`config.mk`:
```
export PLATFORM = sky130hd
export DESIGN_NAME = epaper_frame_sequencer_flat
export DESIGN_NICKNAME = d
export VERILOG_FILES = /design/src/rtl/epaper_timing_pkg.sv /design/src/rtl/epaper_frame_sequencer_if.sv /design/src/rtl/epaper_line_timer.sv /design/src/rtl/epaper_frame_sequencer.sv /design/src/flat_wrapper.sv
export SDC_FILE = /design/constraint.sdc
export NUM_CORES = 1
export LEC_CHECK = 0
export CORE_UTILIZATION = 35
export DETAILED_ROUTE_END_ITERATION = 10
export GPL_TIMING_DRIVEN = 0
export PLACE_DENSITY = 0.66
export SYNTH_ARGS = -nofsm -noshare
export SYNTH_HDL_FRONTEND = slang
export SYNTH_SLANG_ARGS = --single-unit
```
`constraint.sdc`:
```
create_clock -name clock -period 1.7 [get_ports clock]
set_input_delay 0.17 -clock clock [delete_from_list [all_inputs] [get_ports clock]]
set_output_delay 0.17 -clock clock [all_outputs]
set_load 0.1 [all_outputs]
```
`src/rtl/epaper_timing_pkg.sv`:
```
// Shared timing types, default panel timings and idle pin levels
// for the e-paper frame sequencer and its line timer.
package epaper_timing_pkg;

  typedef enum logic [2:0] {
    S_IDLE,
    S_VSTART,
    S_LINE,
    S_FEND,
    S_DONE
  } state_t;

  localparam int H_DATA_DEF   = 200;
  localparam int LE_WIDTH_DEF = 3;
  localparam int CKV_LOW_DEF  = 13;
  localparam int V_LINES_DEF  = 600;
  localparam int FRAMES_DEF   = 85;
  localparam int VS_LEN_DEF   = 32;
  localparam int FEND_LEN_DEF = 16;

  localparam int HW = 8;
  localparam int RW = 10;
  localparam int FW = 7;

  typedef logic [HW-1:0] hcnt_t;
  typedef logic [RW-1:0] row_t;
  typedef logic [FW-1:0] frame_t;

  typedef struct packed {
    logic data_en;
    logic sph;
    logic le;
    logic ckv;
    logic spv;
  } pins_t;

  localparam pins_t PINS_IDLE = '{
    data_en: 1'b0,
    sph:     1'b1,
    le:      1'b0,
    ckv:     1'b1,
    spv:     1'b1
  };

  function automatic int line_len(
    input int hd,
    input int lw,
    input int cl
  );
    return hd + lw + cl;
  endfunction

endpackage

```
`src/rtl/epaper_frame_sequencer_if.sv`:
```
// Control/status and panel-pin bundle between the update
// controller and the frame sequencer.
interface epaper_frame_sequencer_if;
  import epaper_timing_pkg::*;

  logic   start;
  logic   abort;
  logic   busy;
  logic   done;
  frame_t frame_idx;
  row_t   row_idx;
  logic   data_en;
  logic   sph;
  logic   le;
  logic   ckv;
  logic   spv;

  modport master (
    output start, abort,
    input  busy, done, frame_idx, row_idx,
    input  data_en, sph, le, ckv, spv
  );

  modport slave (
    input  start, abort,
    output busy, done, frame_idx, row_idx,
    output data_en, sph, le, ckv, spv
  );

endinterface

```
`src/rtl/epaper_line_timer.sv`:
```
// Shared h counter for all busy phases plus the per-phase
// decode of the source and gate pins.
module epaper_line_timer
  import epaper_timing_pkg::*;
#(
  parameter int H_DATA   = H_DATA_DEF,
  parameter int LE_WIDTH = LE_WIDTH_DEF,
  parameter int CKV_LOW  = CKV_LOW_DEF,
  parameter int VS_LEN   = VS_LEN_DEF,
  parameter int FEND_LEN = FEND_LEN_DEF
) (
  input  logic   clock,
  input  logic   reset,
  input  logic   clr,
  input  state_t st,
  output hcnt_t  h,
  output logic   wrap,
  output pins_t  pins
);

  localparam int LINE_LEN =
    line_len(H_DATA, LE_WIDTH, CKV_LOW);

  localparam hcnt_t VS_LAST = hcnt_t'(VS_LEN - 1);
  localparam hcnt_t LN_LAST = hcnt_t'(LINE_LEN - 1);
  localparam hcnt_t FE_LAST = hcnt_t'(FEND_LEN - 1);
  localparam hcnt_t VS_CKV  = hcnt_t'(VS_LEN - CKV_LOW);
  localparam hcnt_t LE_ON   = hcnt_t'(H_DATA);
  localparam hcnt_t LE_OFF  = hcnt_t'(H_DATA + LE_WIDTH);

  logic  run;
  hcnt_t last;

  always_comb begin
    run  = 1'b1;
    last = '0;
    unique case (st)
      S_VSTART: last = VS_LAST;
      S_LINE:   last = LN_LAST;
      S_FEND:   last = FE_LAST;
      default:  run  = 1'b0;
    endcase
  end

  assign wrap = run && (h == last);

  // h parks at 0 outside busy phases so every phase starts clean
  always_ff @(posedge clock) begin
    if (reset || clr || !run || wrap)
      h <= '0;
    else
      h <= h + 1'b1;
  end

  always_comb begin
    pins = PINS_IDLE;
    unique case (1'b1)
      st == S_VSTART: begin
        pins.spv = 1'b0;
        pins.ckv = (h < VS_CKV);
      end
      st == S_LINE: begin
        pins.data_en = (h < LE_ON);
        pins.sph     = (h != '0);
        pins.le      = (h >= LE_ON) && (h < LE_OFF);
        pins.ckv     = (h < LE_OFF);
      end
      default: ;
    endcase
  end

endmodule

```
`src/rtl/epaper_frame_sequencer.sv`:
```
// E-paper update sequencer: frame/row counters and the
// update state machine around a shared line timer.
module epaper_frame_sequencer
  import epaper_timing_pkg::*;
#(
  parameter int H_DATA   = H_DATA_DEF,
  parameter int LE_WIDTH = LE_WIDTH_DEF,
  parameter int CKV_LOW  = CKV_LOW_DEF,
  parameter int V_LINES  = V_LINES_DEF,
  parameter int FRAMES   = FRAMES_DEF,
  parameter int VS_LEN   = VS_LEN_DEF,
  parameter int FEND_LEN = FEND_LEN_DEF
) (
  input  logic                     clock,
  input  logic                     reset,
  epaper_frame_sequencer_if.slave  bus
);

  localparam frame_t F_LAST = frame_t'(FRAMES - 1);
  localparam row_t   R_LAST = row_t'(V_LINES - 1);

  state_t state, state_n;
  frame_t frame, frame_n;
  row_t   row, row_n;
  logic   clr;
  logic   wrap;
  hcnt_t  h;
  pins_t  pins;

  epaper_line_timer #(
    .H_DATA   (H_DATA),
    .LE_WIDTH (LE_WIDTH),
    .CKV_LOW  (CKV_LOW),
    .VS_LEN   (VS_LEN),
    .FEND_LEN (FEND_LEN)
  ) u_timer (
    .clock (clock),
    .reset (reset),
    .clr   (clr),
    .st    (state),
    .h     (h),
    .wrap  (wrap),
    .pins  (pins)
  );

  always_ff @(posedge clock) begin
    if (reset) begin
      state <= S_IDLE;
      frame <= '0;
      row   <= '0;
    end else begin
      state <= state_n;
      frame <= frame_n;
      row   <= row_n;
    end
  end

  always_comb begin
    state_n = state;
    frame_n = frame;
    row_n   = row;
    clr     = 1'b0;
    if (bus.abort && state != S_IDLE) begin
      state_n = S_IDLE;
      frame_n = '0;
      row_n   = '0;
      clr     = 1'b1;
    end else begin
      unique case (state)
        S_IDLE: begin
          if (bus.start && !bus.abort) begin
            state_n = S_VSTART;
            frame_n = '0;
            row_n   = '0;
          end
        end
        S_VSTART: begin
          if (wrap) state_n = S_LINE;
        end
        S_LINE: begin
          if (wrap) begin
            if (row == R_LAST)
              state_n = S_FEND;
            else
              row_n = row + 1'b1;
          end
        end
        S_FEND: begin
          if (wrap) begin
            if (frame == F_LAST) begin
              state_n = S_DONE;
            end else begin
              state_n = S_VSTART;
              frame_n = frame + 1'b1;
              row_n   = '0;
            end
          end
        end
        S_DONE: begin
          state_n = S_IDLE;
          frame_n = '0;
          row_n   = '0;
        end
        default: begin
          state_n = S_IDLE;
          frame_n = '0;
          row_n   = '0;
        end
      endcase
    end
  end

  assign bus.busy = (state == S_VSTART) ||
                    (state == S_LINE)   ||
                    (state == S_FEND);
  assign bus.done      = (state == S_DONE);
  assign bus.frame_idx = frame;
  assign bus.row_idx   = row;
  assign bus.data_en   = pins.data_en;
  assign bus.sph       = pins.sph;
  assign bus.le        = pins.le;
  assign bus.ckv       = pins.ckv;
  assign bus.spv       = pins.spv;

endmodule

```
`src/flat_wrapper.sv`:
```
// flat-port wrapper written by rule: the top's interface ports become plain ports
module epaper_frame_sequencer_flat import epaper_timing_pkg::*;
#(
  parameter int H_DATA   = H_DATA_DEF,
  parameter int LE_WIDTH = LE_WIDTH_DEF,
  parameter int CKV_LOW  = CKV_LOW_DEF,
  parameter int V_LINES  = V_LINES_DEF,
  parameter int FRAMES   = FRAMES_DEF,
  parameter int VS_LEN   = VS_LEN_DEF,
  parameter int FEND_LEN = FEND_LEN_DEF
)
  (clock, reset, bus_start, bus_abort, bus_busy, bus_done, bus_frame_idx, bus_row_idx, bus_data_en, bus_sph, bus_le, bus_ckv, bus_spv);
  epaper_frame_sequencer_if bus_i ();
  input  logic clock;
  input  logic reset;
  input wire logic [$bits(bus_i.start)-1:0] bus_start;
  input wire logic [$bits(bus_i.abort)-1:0] bus_abort;
  output wire logic [$bits(bus_i.busy)-1:0] bus_busy;
  output wire logic [$bits(bus_i.done)-1:0] bus_done;
  output wire logic [$bits(bus_i.frame_idx)-1:0] bus_frame_idx;
  output wire logic [$bits(bus_i.row_idx)-1:0] bus_row_idx;
  output wire logic [$bits(bus_i.data_en)-1:0] bus_data_en;
  output wire logic [$bits(bus_i.sph)-1:0] bus_sph;
  output wire logic [$bits(bus_i.le)-1:0] bus_le;
  output wire logic [$bits(bus_i.ckv)-1:0] bus_ckv;
  output wire logic [$bits(bus_i.spv)-1:0] bus_spv;
  assign bus_i.start = bus_start;
  assign bus_i.abort = bus_abort;
  assign bus_busy = bus_i.busy;
  assign bus_done = bus_i.done;
  assign bus_frame_idx = bus_i.frame_idx;
  assign bus_row_idx = bus_i.row_idx;
  assign bus_data_en = bus_i.data_en;
  assign bus_sph = bus_i.sph;
  assign bus_le = bus_i.le;
  assign bus_ckv = bus_i.ckv;
  assign bus_spv = bus_i.spv;
  epaper_frame_sequencer #(.H_DATA(H_DATA), .LE_WIDTH(LE_WIDTH), .CKV_LOW(CKV_LOW), .V_LINES(V_LINES), .FRAMES(FRAMES), .VS_LEN(VS_LEN), .FEND_LEN(FEND_LEN)) u_core (.clock(clock), .reset(reset), .bus(bus_i));
endmodule
```
=== Yosys cells after proc, flatten, opt, wreduce, memory -nomap -nowiden ===
Cells that the tools add are included.

* Reductions and logical operators: 20
* Add/subtract/negate cells: 3
* Multiplexer cells: 23
* Magnitude comparators: 4
* Equality and inequality tests: 14
* Bitwise operators: 2

{| class="wikitable"
|+ Operators with widths
! kind !! count
|-
| 10-bit two-way mux || 5
|-
| 10-bit one-hot mux with 4 select lines || 1
|-
| 8-bit one-hot mux with 3 select lines || 1
|-
| 3-bit two-way mux || 7
|-
| 7-bit two-way mux || 3
|-
| 7-bit one-hot mux with 3 select lines || 1
|-
| 8-bit < comparator, second input constant || 2
|-
| 3-bit one-hot mux with 4 select lines || 1
|-
| 10-bit by 1-bit adder with 10-bit output, second input constant || 1
|-
| 10-bit == test, second input constant || 1
|-
| 2-bit inequality test, second input constant || 5
|-
| 8-bit by 1-bit adder with 8-bit output, second input constant || 1
|-
| 8-bit == test || 1
|-
| 8-bit >= comparator, second input constant || 1
|-
| 8-bit by 5-bit < comparator with 1-bit output, second input constant || 1
|-
| 8-bit nonzero test || 1
|-
| 7-bit by 1-bit adder with 7-bit output, second input constant || 1
|-
| 7-bit == test, second input constant || 1
|-
| 3-bit by 2-bit == test with 1-bit output, second input constant || 2
|-
| 6-bit AND reduction || 1
|-
| 1-bit logical OR || 5
|-
| 5-bit AND reduction || 1
|-
| 1-bit logical AND || 4
|-
| 2-bit by 1-bit inequality test with 1-bit output, second input constant || 2
|-
| 11 further kinds || 16
|}

* Register bits after elaboration: 28
* Output and inout bits: 24
* Word-level logic and storage cells: 70
* Bits of input ports: 4

=== Longest topological paths before layout ===
Gate-level depths: netlist of run 1.

* Depth in word-level cells: 6
* Gate-level depth with buffers: 9
* Gate-level depth less buffers: 8

=== Modules after synthesis ===
From an unflattened synthesis of run 1, not the netlist that was laid out.

* Cell total of the unflattened synthesis: 199
* Area total of the unflattened synthesis: 1,660.3 µm²

{| class="wikitable"
|+ By module, submodules not included
! module !! area each (µm²) !! times used !! cells an instance
|-
| epaper_frame_sequencer || 1,106.1 || 1 || 132
|-
| epaper_line_timer || 554.3 || 1 || 67
|}

=== Least setup slack after synthesis of run 1 ===
OpenSTA, ideal clock, no wires.

* Kind: register to output
* Start: register u_core.state[0]
* End: output port bus_le
* Data arrival time: 4,121 ps
* Slack: -2,591 ps
* Cell stages (with the launch flop): 6
* Cell sequence: dfxtp_1 -> and2b_2 -> or2b_1 -> clkbuf_1 -> nor4_1 -> nor4bb_1

* Longest elaborated chain between the ends: 2

{| class="wikitable"
|+ Ends and longest elaborated chain
! item !! RTL line !! text
|-
| start, declared || epaper_frame_sequencer.sv:22 || <nowiki>state_t state, state_n;</nowiki>
|-
| start signal, assigned || epaper_frame_sequencer.sv:52 || <nowiki>state <= state_n;</nowiki>
|-
| 3-bit by 2-bit == test with 1-bit output || epaper_line_timer.sv:62 || <nowiki>st == S_LINE: begin</nowiki>
|-
| 3-bit two-way mux || epaper_line_timer.sv:57 || <nowiki>unique case (1'b1)</nowiki>
|-
| end, declared || flat_wrapper.sv:24 || <nowiki>output wire logic [$bits(bus_i.le)-1:0] bus_le;</nowiki>
|}

Every way passes these cells.

=== Worst setup path after layout of run 1 ===
* Start: register u_core.state[0]
* End: register u_core.row[6], in the netlist u_core.bus.row_idx[6]

* Longest elaborated chain between the ends: 6

{| class="wikitable"
|+ Ends and longest elaborated chain
! item !! RTL line !! text
|-
| 3-bit by 2-bit == test with 1-bit output / 3-bit by 1-bit == test with 1-bit output (equally long branches) || epaper_line_timer.sv:37, epaper_frame_sequencer.sv:69 ||
|-
| 8-bit one-hot mux with 3 select lines / 3-bit OR reduction (equally long branches) || - ||
|-
| 8-bit == test / 1-bit two-way mux (equally long branches) || epaper_line_timer.sv:45, epaper_line_timer.sv:37 ||
|-
| 1-bit logical AND || epaper_line_timer.sv:45 || <nowiki>assign wrap = run && (h == last);</nowiki>
|-
| 2-bit inequality test (no line) || - ||
|-
| 6-bit AND reduction (no line) || - ||
|-
| end signal, assigned || epaper_frame_sequencer.sv:54 || <nowiki>row <= row_n;</nowiki>
|-
| end, declared || epaper_frame_sequencer.sv:24 || <nowiki>row_t row, row_n;</nowiki>
|}

Parallel ways exist; a longest one is shown, timed or not.
A chain may end at the register's enable or synchronous reset.

==> results of run 1 <==
==> registers in the layout (all words and copies together) (netlist names) <==
register / flops
u_core.bus.frame_idx: 7
u_core.bus.row_idx: 10
u_core.state: 3
u_core.u_timer.h: 8
==> cells by family after synthesis <==
kind of cell / synth area share [%]
xor+xnor: 4.55
compound gates: 20.2
mux: 1.73
simple gates: 32.7
fa+ha+maj: 3.61
buf+inv: 4.91
flops: 32.4
==> stage by stage <==
step | instance area, um2 | instances
2_1_floorplan | 1920 | 212
3_3_place_gp | 2280 | 306
3_5_place_dp | 2280 | 306
4_1_cts | 2750 | 338
5_1_grt | 2970 | 343
6_report | 2970 | 343
==> final cells by class <==
type / instances / area share, %
multi-input combinational: 166 / 50.3
clock buffer: 4 / 1.52
tap: 67 / 2.82
sequential: 28 / 21.0
inverter: 8 / 1.01
buffer: 9 / 3.58
timing repair buffer: 61 / 19.8
==> power by group <==
part | switching (mW) | internal (mW) | leakage, nW
sequential | 0.00502 | 0.641 | 0.243
combinational | 0.142 | 0.111 | 0.820
clock | 0.223 | 0.169 | 0.0228
total | 0.370 | 0.921 | 1.09
==> per-layer routing <==
metal / up-vias / track usage (%) / part of all wire, %
li1: 903 / - / -
met1: 898 / 26.1 / 45
met2: 40 / 35.4 / 50
met3: 16 / 2.22 / 2.3
met4: 0 / 8.06 / 2.7
met5: - / 0 / 0
==> critical path, cell delays in order, from the launching register on <==
cell,delay (ps)
dfxtp_4,360
and2b_2,220
buf_4,120
nand4_4,140
a311oi_4,360
o22ai_2,160
buf_6,150
or3_4,360
a21oi_2,110
==> path summary, 6_finish.rpt <==
path,from,end,slack [ps],depth (start not counted)
setup / recovery,u_core.state[0]$_SDFFE_PP0P_,u_core.bus.row_idx[6]$_SDFFE_PP0P_,-340,8
hold / removal,u_core.u_timer.h[0]$_SDFF_PP0_,u_core.u_timer.h[0]$_SDFF_PP0_,470,1
setup reg to reg,u_core.state[0]$_SDFFE_PP0P_,u_core.bus.row_idx[6]$_SDFFE_PP0P_,-340,8
hold reg to reg,u_core.u_timer.h[0]$_SDFF_PP0_,u_core.u_timer.h[0]$_SDFF_PP0_,470,1
==> cells in the final DEF (no fill, tap or decap), drive strengths merged, types with 8 or more instances in the layout <==
| cell | synthesis | routed |
|---|---|---|
| a21oi | 12 | 12 |
| buf | 6 | 49 |
| clkbuf | 4 | 10 |
| clkdlybuf4s15 | 0 | 11 |
| dfxtp | 28 | 28 |
| inv | 8 | 8 |
| nand2 | 15 | 15 |
| nand3 | 14 | 14 |
| nor2 | 24 | 24 |
| o21ai | 10 | 10 |
| or3 | 12 | 12 |
==> what timing repair did <==
action / CTS / global route
pin swaps: 20 / 20
cloned: 1 / 0
setup buffers: 27 / 7
setup endpoints to repair: 51 / 47
gates resized for setup: 129 / 66
==> flow_summary.ini, run 1 <==
[clocking]
cts.path.max_buffers = 2
numCtsBuffers = 3
postCtsHoldBufs = 0
clkTransAtPathRegs_ps = 110
worstSkewPairLatency_ps = 280
cts_sinks = 28
cts_root_buf = clkbuf_8
cts_tree = done
h-tree-depth = 1

[synth]
async_flop_share_pct = 0
synthCells = 212
syn_area_um2 = 1730
yosysWarnings = 0
synthTopCellsByArea = dfxtp_1, nor2_1, or3_1, nand3_1, ha_1
synth_edf_count = 0
syn_nets = 221
synth_top_area_share_pct = 32.4
ys_seq_area_share_pct = 32.4
synth.most_common_cell = dfxtp_1
synth_cell_type_count = 52
synthTopCellsByCount = dfxtp_1, nor2_1, nand2_1, nand3_1
synth.avg_cell_area_um2 = 8.17
synth_flop_cell = dfxtp_1
synth.largest_area_cell = dfxtp_1
ys_ff_latch = 28

[global_routing]
grt_pass1_wl_um = 8480
grt_max_degree = 16
grt_pass1_vias = 1781
gr-total-overflow = 0
grt_use_total_pct = 20.5
antenna_found_initial = 0

[layout]
final_nets = 286
area_growth_pct = 71.7
diodes = 0
regArea_um2 = 626
drive_gt1_share_pct = 55.8
final_util_pct = 62.5
multi_input_area_um2 = 1490
fill_cells = 381

[placed_design]
gp_congestion = 0.822
place_ws_ps = -1030
hpwl_um = 3140
port_buffers = 27

[worst_hold_path]
hold_class = reg2reg

[die]
chipHeight_um = 72.3
die_x_um = 72.3
num_rows = 25
initial_utilization_pct = 36.4
core_um2 = 4750
io_pins = 28
fp.dieArea_um2 = 5230

[pwr]
p_leak_nw = 1.09
fin_total_pwr_mw = 1.29
max-vdd-ir-drop_mv = 0.303
power_density_nw_per_um2 = 435

[timing]
worst_pin_slew_ps = 952
rsz0062_at_grt = yes
drv_slew = 0
setup_slack_ps = -343
fin_skew_ps = 9.50
final.setup.tns_ps = -5370
whs_ps = 467
setup_viol = 31
slew_headroom_pct = 36.8
max_freq_mhz = 490
finalCriticalPeriod_ps = 2040
post-route-period-util_pct = 120
hold_violations = 0

[detailed_routing]
viasPerCell = 5.41
dr.pass1.iters = 4
wl_per_cell_um = 15.5
drc_errors = 0
vias = 1857
drtIter0Drc = 96
postRouteAntennaNets = 0
routed_wl_um = 5310

[setup_path]
path_class = reg2reg
crit_fanout = 5
arrival_ps = 2260
crit_required_ps = 1910
endpoint_kind = register
startpoint_type = register

[run_status]
violations = negative setup slack
status = complete, but fails checks

[flow_run]
cap_violations = 0
No activity file was read; power rests on OpenSTA's default activity.
==> inputs of run 2 (changes only) <==
--- a/config.mk
+++ b/config.mk
@@ -5,10 +5,11 @@
 export SDC_FILE = /design/constraint.sdc
 export NUM_CORES = 1
 export LEC_CHECK = 0
-export CORE_UTILIZATION = 35
+export CORE_MARGIN = 3
+export CORE_UTILIZATION = 48
 export DETAILED_ROUTE_END_ITERATION = 10
 export GPL_TIMING_DRIVEN = 0
-export PLACE_DENSITY = 0.66
+export PLACE_DENSITY = 0.84
 export SYNTH_ARGS = -nofsm -noshare
 export SYNTH_HDL_FRONTEND = slang
 export SYNTH_SLANG_ARGS = --single-unit
==> flow_summary.ini, run 2 (synthesized netlist as in run 1, its figures left out) <==
[setup_path]
worst-r2r-cell-count = 11
endpoint_kind = register
r2r_end = u_core.bus.row_idx[6]$_SDFFE_PP0P_
endpoint = u_core.bus.row_idx[6]$_SDFFE_PP0P_
cp-startpoint = u_core.state[0]$_SDFFE_PP0P_
crit_fanout = 5
arrival_ps = 2660
reg2reg_from = u_core.state[0]$_SDFFE_PP0P_
crit_required_ps = 2000
path_class = reg2reg
startpoint_type = register
ff2ff_setup_slack_ps = -660

[global_routing]
gr-total-overflow = 0
grt_use_total_pct = 30.3
grt_pass1_wl_um = 10100
grt_pass1_vias = 1993
grt_max_degree = 17
antenna_found_initial = 0

[pwr]
seq_power_share_pct = 46.1
fin_total_pwr_mw = 1.40
p_int_mw = 0.995
switching_share_pct = 29.0
p_leak_nw = 1.19
comb_power_share_pct = 20.2
power_density_nw_per_um2 = 435
p_sw_mw = 0.406
clockPowerShare_pct = 33.7
max-vdd-ir-drop_mv = 0.548

[timing]
hold_violations = 0
setup_viol = 33
rsz0062_at_grt = yes
finalCriticalPeriod_ps = 2360
drv_slew = 0
max_freq_mhz = 424
whs_ps = 471
post-route-period-util_pct = 139
slew_headroom_pct = 62.5
worst_pin_slew_ps = 566
fin_skew_ps = 10.6
setup_slack_ps = -656

[die]
fp.dieArea_um2 = 4360
io_pins = 28
core_um2 = 3420
die_x_um = 66.1
initial_utilization_pct = 50.7
chipHeight_um = 66.1
num_rows = 21

[clocking]
numCtsBuffers = 3
h-tree-depth = 1
cts_root_buf = clkbuf_4
worstSkewPairLatency_ps = 360
cts_tree = done
cts.path.max_buffers = 2
cts_sinks = 28
postCtsHoldBufs = 0
clkTransAtPathRegs_ps = 170

[run_status]
violations = negative setup slack
status = complete, but fails checks

[detailed_routing]
drtIter0Drc = 288
dr.pass1.iters = 5
routed_wl_um = 8940
vias = 2382
viasPerCell = 6.96
drc_errors = 0
postRouteAntennaNets = 0
wl_per_cell_um = 26.1

[layout]
layout_commonest_cell = buf_4
area_growth_pct = 85.9
final_util_pct = 94.2
drive_gt1_share_pct = 63.5
largest_register_ffs = 10
fill_cells = 98
final_nets = 306
final_cell_mix = buf_4, buf_6, nor2_1, clkdlybuf4s15_2, dfxtp_4
diodes = 0

[placed_design]
hpwl_um = 2970
port_buffers = 27
gp_congestion = 0.875

[worst_hold_path]
hold_class = reg2reg
hold_path_depth = 1

[flow_run]
cap_violations = 0
==> run 2: cell count changes in the layout (fill, tap and decap cells not counted), moves of 4 or more <==
cell	before	now
clkbuf_2	5	0
buf_4	24	39
clkdlybuf4s15_1	8	0
nor2_2	5	1
clkdlybuf4s15_2	3	17
buf_6	19	23
==> run 2: metal layers <==
layer	routed length [um]	GRT usage [%]	vias to the layer above	part of all wire, %
met4	591	14.0	0	6.6
met1	3200	37.9	1129	36
met3	991	8.50	79	11
met5	0	0	-	0
met2	4160	48.2	231	46
li1	-	-	943	-
==> run 2: cell type report <==
class / instances / area [um2] / area share [%]
timing repair buffer: 81 / 796 / 24.7
inverter: 8 / 35.0 / 1.09
sequential: 28 / 632 / 19.6
clock inverter: 1 / 30.0 / 0.933
clock buffer: 3 / 22.5 / 0.700
buffer: 9 / 110 / 3.42
tap: 46 / 57.6 / 1.79
multi-input combinational: 166 / 1540 / 47.7
==> run 2: repair_timing <==
item                       4_1_cts  5_1_grt
hold endpoints to repair         0        0
pin swaps                       27       28
setup buffers                   41       14
gates resized for setup        167       57
gates cloned                     1        0
setup endpoints to repair       52       33
==> run 2: worst min path at each step <==
stage	start	endpoint	slack, ps
floorplan	reset	u_core.bus.row_idx[9]$_SDFFE_PP0P_	400
global route	u_core.u_timer.h[0]$_SDFF_PP0_	u_core.u_timer.h[0]$_SDFF_PP0_	470
detailed placement	u_core.u_timer.h[0]$_SDFF_PP0_	u_core.u_timer.h[0]$_SDFF_PP0_	450
CTS	u_core.u_timer.h[0]$_SDFF_PP0_	u_core.u_timer.h[0]$_SDFF_PP0_	460
global placement	u_core.u_timer.h[0]$_SDFF_PP0_	u_core.u_timer.h[0]$_SDFF_PP0_	440
finish	u_core.u_timer.h[0]$_SDFF_PP0_	u_core.u_timer.h[0]$_SDFF_PP0_	470
==> run 2: worst max-delay path, stage by stage (launching register included) <==
cell and delay (ps):
dfxtp_4 380, buf_4 130, buf_6 120, buf_6 120, buf_8 130, nor3b_2 230, o32ai_2 170, nor2_2 190
o22ai_2 160, buf_6 160, or3_4 360, a21oi_2 130
==> run 2: power groups by stage <==
stage               Sequential (mW)  Clock [mW]  Combinational (mW)
global route                  0.645       0.487               0.287
CTS                           0.644       0.452               0.224
global placement              0.664           0               0.152
finish                        0.645       0.472               0.283
detailed placement            0.665           0               0.153
floorplan                     0.671           0               0.109
==> run 2: per-stage QoR <==
stage                     setup slack [ps]  area (um2)  std cells  TNS, ps
after floorplan                       -645        1920        212    -4820
after global placement               -1010        2250        285    -9320
after detailed placement             -1010        2250        285   -10070
after CTS                             -441        2910        331    -5080
after global routing                  -652        3220        342   -12800
final                                 -656        3220        342   -11900
==> inputs of run 3 (changes only) <==
--- a/config.mk
+++ b/config.mk
@@ -7,6 +7,7 @@
 export LEC_CHECK = 0
 export CORE_MARGIN = 3
 export CORE_UTILIZATION = 48
+export CTS_CLUSTER_DIAMETER = 120
 export DETAILED_ROUTE_END_ITERATION = 10
 export GPL_TIMING_DRIVEN = 0
 export PLACE_DENSITY = 0.84
==> results of run 3 <==
The final DEF is identical to that of run 2; final timing and power are the same.
